File: src/rtl/instr_fetch.sv
// Instruction fetch stage: owns the PC, keeps at most one word read in flight
// and hands each fetched word to decode over valid/ready, with redirect and halt.
module instr_fetch #(
   parameter int                    ADDR_WIDTH  = 16,
   parameter int                    INSTR_WIDTH = 32,
   parameter logic [ADDR_WIDTH-1:0] RESET_PC    = '0
) (
   input  logic                   clk,
   input  logic                   rst,
   output logic                   mem_req_valid,
   input  logic                   mem_req_ready,
   output logic [ADDR_WIDTH-1:0]  mem_req_addr,
   input  logic                   mem_rsp_valid,
   input  logic [INSTR_WIDTH-1:0] mem_rsp_data,
   output logic                   instr_valid,
   input  logic                   instr_ready,
   output logic [INSTR_WIDTH-1:0] instr_data,
   output logic [7:0]             instr_opcode,
   output logic [ADDR_WIDTH-1:0]  instr_pc,
   input  logic                   redirect_valid,
   input  logic [ADDR_WIDTH-1:0]  redirect_pc,
   input  logic                   halt,
   output logic                   halted
);

   // Handshake rule on both sides: a transfer happens in a cycle where valid
   // and ready are both high at the rising edge; valid never depends on ready.
   typedef enum logic [1:0] {
      S_REQ    = 2'd0,
      S_WAIT   = 2'd1,
      S_HOLD   = 2'd2,
      S_HALTED = 2'd3
   } state_t;

   state_t                 state;
   state_t                 state_nxt;
   logic [ADDR_WIDTH-1:0]  pc;
   logic                   drop;
   logic [INSTR_WIDTH-1:0] data_q;
   logic [ADDR_WIDTH-1:0]  pc_q;
   logic                   active;

   // Halt overrides everything; once halted only rst brings the stage back.
   assign active = !halt && (state != S_HALTED);

   always_ff @(posedge clk) begin
      if (rst) begin
         state <= S_REQ;
      end else begin
         state <= state_nxt;
      end
   end

   always_comb begin
      state_nxt = state;
      if (!active) begin
         state_nxt = S_HALTED;
      end else begin
         case (state)
            S_REQ: begin
               if (mem_req_ready) state_nxt = S_WAIT;
            end
            S_WAIT: begin
               if (mem_rsp_valid) state_nxt = (drop || redirect_valid) ? S_REQ : S_HOLD;
            end
            S_HOLD: begin
               if (redirect_valid || instr_ready) state_nxt = S_REQ;
            end
            default: state_nxt = S_HALTED;
         endcase
      end
   end

   always_comb begin
      mem_req_valid = (state == S_REQ);
      instr_valid   = (state == S_HOLD);
      halted        = (state == S_HALTED);
   end

   always_ff @(posedge clk) begin
      if (rst) begin
         pc     <= RESET_PC;
         drop   <= 1'b0;
         data_q <= '0;
         pc_q   <= '0;
      end else if (active) begin
         case (state)
            S_REQ: begin
               if (redirect_valid) begin
                  pc <= redirect_pc;
                  // the old-address request still went out; its data must be thrown away
                  if (mem_req_ready) drop <= 1'b1;
               end
            end
            S_WAIT: begin
               if (mem_rsp_valid) begin
                  drop <= 1'b0;
                  if (redirect_valid) begin
                     pc <= redirect_pc;
                  end else if (!drop) begin
                     data_q <= mem_rsp_data;
                     pc_q   <= pc;
                     pc     <= pc + ADDR_WIDTH'(1);
                  end
               end else if (redirect_valid) begin
                  pc   <= redirect_pc;
                  drop <= 1'b1;
               end
            end
            S_HOLD: begin
               if (redirect_valid) pc <= redirect_pc;
            end
            default: ;
         endcase
      end
   end

   assign mem_req_addr = pc;
   assign instr_data   = data_q;
   assign instr_pc     = pc_q;
   assign instr_opcode = data_q[INSTR_WIDTH-1 -: 8];

endmodule

File: config.mk
export PLATFORM = sky130hd
export DESIGN_NAME = instr_fetch
export DESIGN_NICKNAME = d
export VERILOG_FILES = /design/src/rtl/instr_fetch.sv
export SDC_FILE = /design/constraint.sdc
export NUM_CORES = 1
export LEC_CHECK = 0
export CAP_MARGIN = 20
export CELL_PAD_IN_SITES_DETAIL_PLACEMENT = 1
export CELL_PAD_IN_SITES_GLOBAL_PLACEMENT = 2
export CORE_ASPECT_RATIO = 1.5
export CORE_MARGIN = 3
export CORE_UTILIZATION = 20
export CTS_CLUSTER_DIAMETER = 200
export CTS_CLUSTER_SIZE = 40
export DETAILED_ROUTE_END_ITERATION = 12
export PLACE_DENSITY_LB_ADDON = 0.15
export SLEW_MARGIN = 0
export SYNTH_ARGS = -nofsm -noshare
export SYNTH_HDL_FRONTEND = slang
export SYNTH_SLANG_ARGS = --single-unit
File: constraint.sdc
create_clock -name clk -period 2.44 [get_ports clk]
set_input_delay 0.366 -clock clk [delete_from_list [all_inputs] [get_ports clk]]
set_output_delay 0.366 -clock clk [all_outputs]
set_load 0.01 [all_outputs]
==> results of run 1 <==
## worst max-delay path, cell delays in order (launching register included)
cell and delay (ns):
dfxtp_2 0.34, inv_1 0.07, ha_1 0.22, or3b_1 0.43, or4_4 0.56, or4b_1 0.52, a31oi_1 0.14
## where the power goes
part / leakage (nW) / internal, mW / total [mW] / switching, mW
combinational: 0.994 / 0.228 / 0.430 / 0.202
sequential: 0.543 / 1.13 / 1.16 / 0.0363
clock: 0.145 / 0.814 / 1.30 / 0.490
total: 1.68 / 2.17 / 2.90 / 0.728
## layer usage
layer	share of wire (%)	wire [µm]
met5	0	0
met2	53	6420
met1	41	4990
met4	1.8	221
met3	4.4	541
## logic make-up (layout without fill, tap and decap cells)
group	Yosys count	in the layout	synth area share [%]
flip-flops	67	67	43.6
adder cells (fa/ha/maj)	5	5	2.04
AO/OA/AOI/OAI	108	108	20.4
buffers and inverters	44	176	6.59
multiplexers	3	3	1.06
AND/OR/NAND/NOR	174	174	26.3
## state kept, by name, indices dropped and copies added, names as in the netlist
signal,flops
drop,1
instr_data,32
instr_pc,16
mem_req_addr,16
state,2
## layout by cell type, fill, tap and decap left out, types with 7 or more instances in the layout
cell	n
a21oi_1	66
buf_4	23
clkbuf_16	9
clkdlybuf4s50_1	128
dfxtp_1	66
nand2_1	114
nand4_1	7
nor2_1	10
o21ai_0	10
## worst paths after layout
kind                                                  start  slack [ns]                            end
worst max-delay path                  state[0]$_SDFFE_PP0P_        0.07  mem_req_addr[12]$_SDFFE_PP0P_
worst min-delay path            instr_data[18]$_SDFFE_PP0P_        0.45    instr_data[18]$_SDFFE_PP0P_
worst max register to register        state[0]$_SDFFE_PP0P_        0.07  mem_req_addr[12]$_SDFFE_PP0P_
worst min register to register  instr_data[18]$_SDFFE_PP0P_        0.45    instr_data[18]$_SDFFE_PP0P_
## final cells by class
cell class / count / share of cell area, %
multi-input combinational: 290 / 31.1
timing repair buffer: 154 / 30.3
sequential: 67 / 27.2
tap: 196 / 4.96
clock buffer: 11 / 4.91
clock inverter: 5 / 1.06
inverter: 6 / 0.456
## what timing repair did
item / in CTS / in global routing
buffers inserted: 0 / 0
gates resized for setup: 0 / 1
setup endpoints to repair: 0 / 2
==> impl_metrics.json, run 1 <==
{
  "numCtsBuffers": 9,
  "required_ns": 2.70,
  "dr.pass1.iters": 4,
  "insertion_delay_ns": 0.33,
  "pin_count": 130,
  "post-dp-hpwl_mm": 8.88,
  "max_freq_mhz": 423,
  "r2r_cells": 6,
  "setup_violations": 0,
  "grt_use_met3_pct": 2.82,
  "final_core_util_pct": 33.4,
  "tightest_slew_ns": 0.517,
  "fin_skew_ns": 0.00430,
  "multi_input_area_mm2": 0.00154,
  "drive_gt1_share_pct": 10.1,
  "yosys.area.top_type_share_pct": 43.6,
  "drc": 0,
  "cts_tree": "built",
  "cts_root_buf": "clkbuf_16",
  "synth_common_cells": "nand2_1, dfxtp_1, a21oi_1",
  "gp_congestion": 0.748,
  "wl_per_cell_um": 16.7,
  "rows": 54,
  "drtIter0Drc": 84,
  "core_area_mm2": 0.0148,
  "ys_seq_area_share_pct": 43.6,
  "fp.dieW_um": 107,
  "clk_pin_slew_ns": 0.06,
  "rsz0062_at_grt": "false",
  "fin_crit_sh_pct": 97.0,
  "tns_ns": 0,
  "start_util_pct": 20.8,
  "via_count": 3337,
  "grt_use_met2_pct": 26.4,
  "dp.cells": 713,
  "cts_sinks": 67,
  "crit_type": "flop to flop",
  "slew_headroom_pct": 65.5,
  "critPathLaunchType": "flop",
  "diodes": 0,
  "grt.busiest_layer": "met2",
  "p_leak_nw": 1.68,
  "crit_fanout": 3,
  "cts_hold_buf": 0,
  "hp-class": "flop to flop",
  "syn_inst": 401,
  "end_kind": "flop",
  "use_met1_pct": 15.9,
  "pre_cts_ws_ns": -0.114,
  "synth.area.top_cells": "dfxtp_1, nand2_1, a21oi_1, clkbuf_1, ha_1",
  "fillCellCount": 1742,
  "drv_cap": 0,
  "status": "completed",
  "synth_edf_count": 0,
  "antenna_left": 0,
  "ir_drop_uv": 252,
  "grt_pass1_wl_mm": 19.0,
  "synth_top_area_cell": "dfxtp_1",
  "cp.arrival_ns": 2.62,
  "area_delta_synth_final_pct": 60.7,
  "grt_max_degree": 37,
  "power_mw": 2.90,
  "postPlaceCellArea_mm2": 0.00464,
  "drv_slew": 0,
  "grt_use_total_pct": 14.3,
  "min_period_ns": 2.37,
  "async_flop_share_pct": 0,
  "numPortBuffers": 129,
  "holdWs_ns": 0.452,
  "clockBufferDepth": 2,
  "h-tree-depth": 3,
  "synth.avg_cell_area_um2": 7.67,
  "yosysMostFrequentCell": "nand2_1",
  "die_h_um": 158,
  "syn_nets": 461,
  "wl_mm": 12.2,
  "gr-total-overflow": 0,
  "vias_per_cell": 4.58,
  "whs_path_depth": 2,
  "antenna_found_initial": 0,
  "fin_nets": 588,
  "ys_types": 52,
  "ys_ff_latch": 67,
  "fin_area_mm2": 0.00494,
  "hold_viol": 0,
  "stdcell_count": 729,
  "grt_pass1_vias": 3457,
  "synth_warnings": 0,
  "die_area_mm2": 0.0169,
  "fin_ws_ns": 0.0738,
  "seqCellArea_mm2": 0.00134,
  "p_per_area_mw_per_mm2": 586,
  "ys.flop_type": "dfxtp_1",
  "syn_area_mm2": 0.00307
}
No activity file was read; power rests on OpenSTA's default activity.
==> inputs of run 2 (changes only) <==
--- a/config.mk
+++ b/config.mk
@@ -15,6 +15,7 @@
 export CTS_CLUSTER_SIZE = 40
 export DETAILED_ROUTE_END_ITERATION = 12
 export PLACE_DENSITY_LB_ADDON = 0.15
+export SKIP_LAST_GASP = 1
 export SLEW_MARGIN = 0
 export SYNTH_ARGS = -nofsm -noshare
 export SYNTH_HDL_FRONTEND = slang
==> results of run 2 <==
Final layout, timing and power as in run 1 (identical DEF).
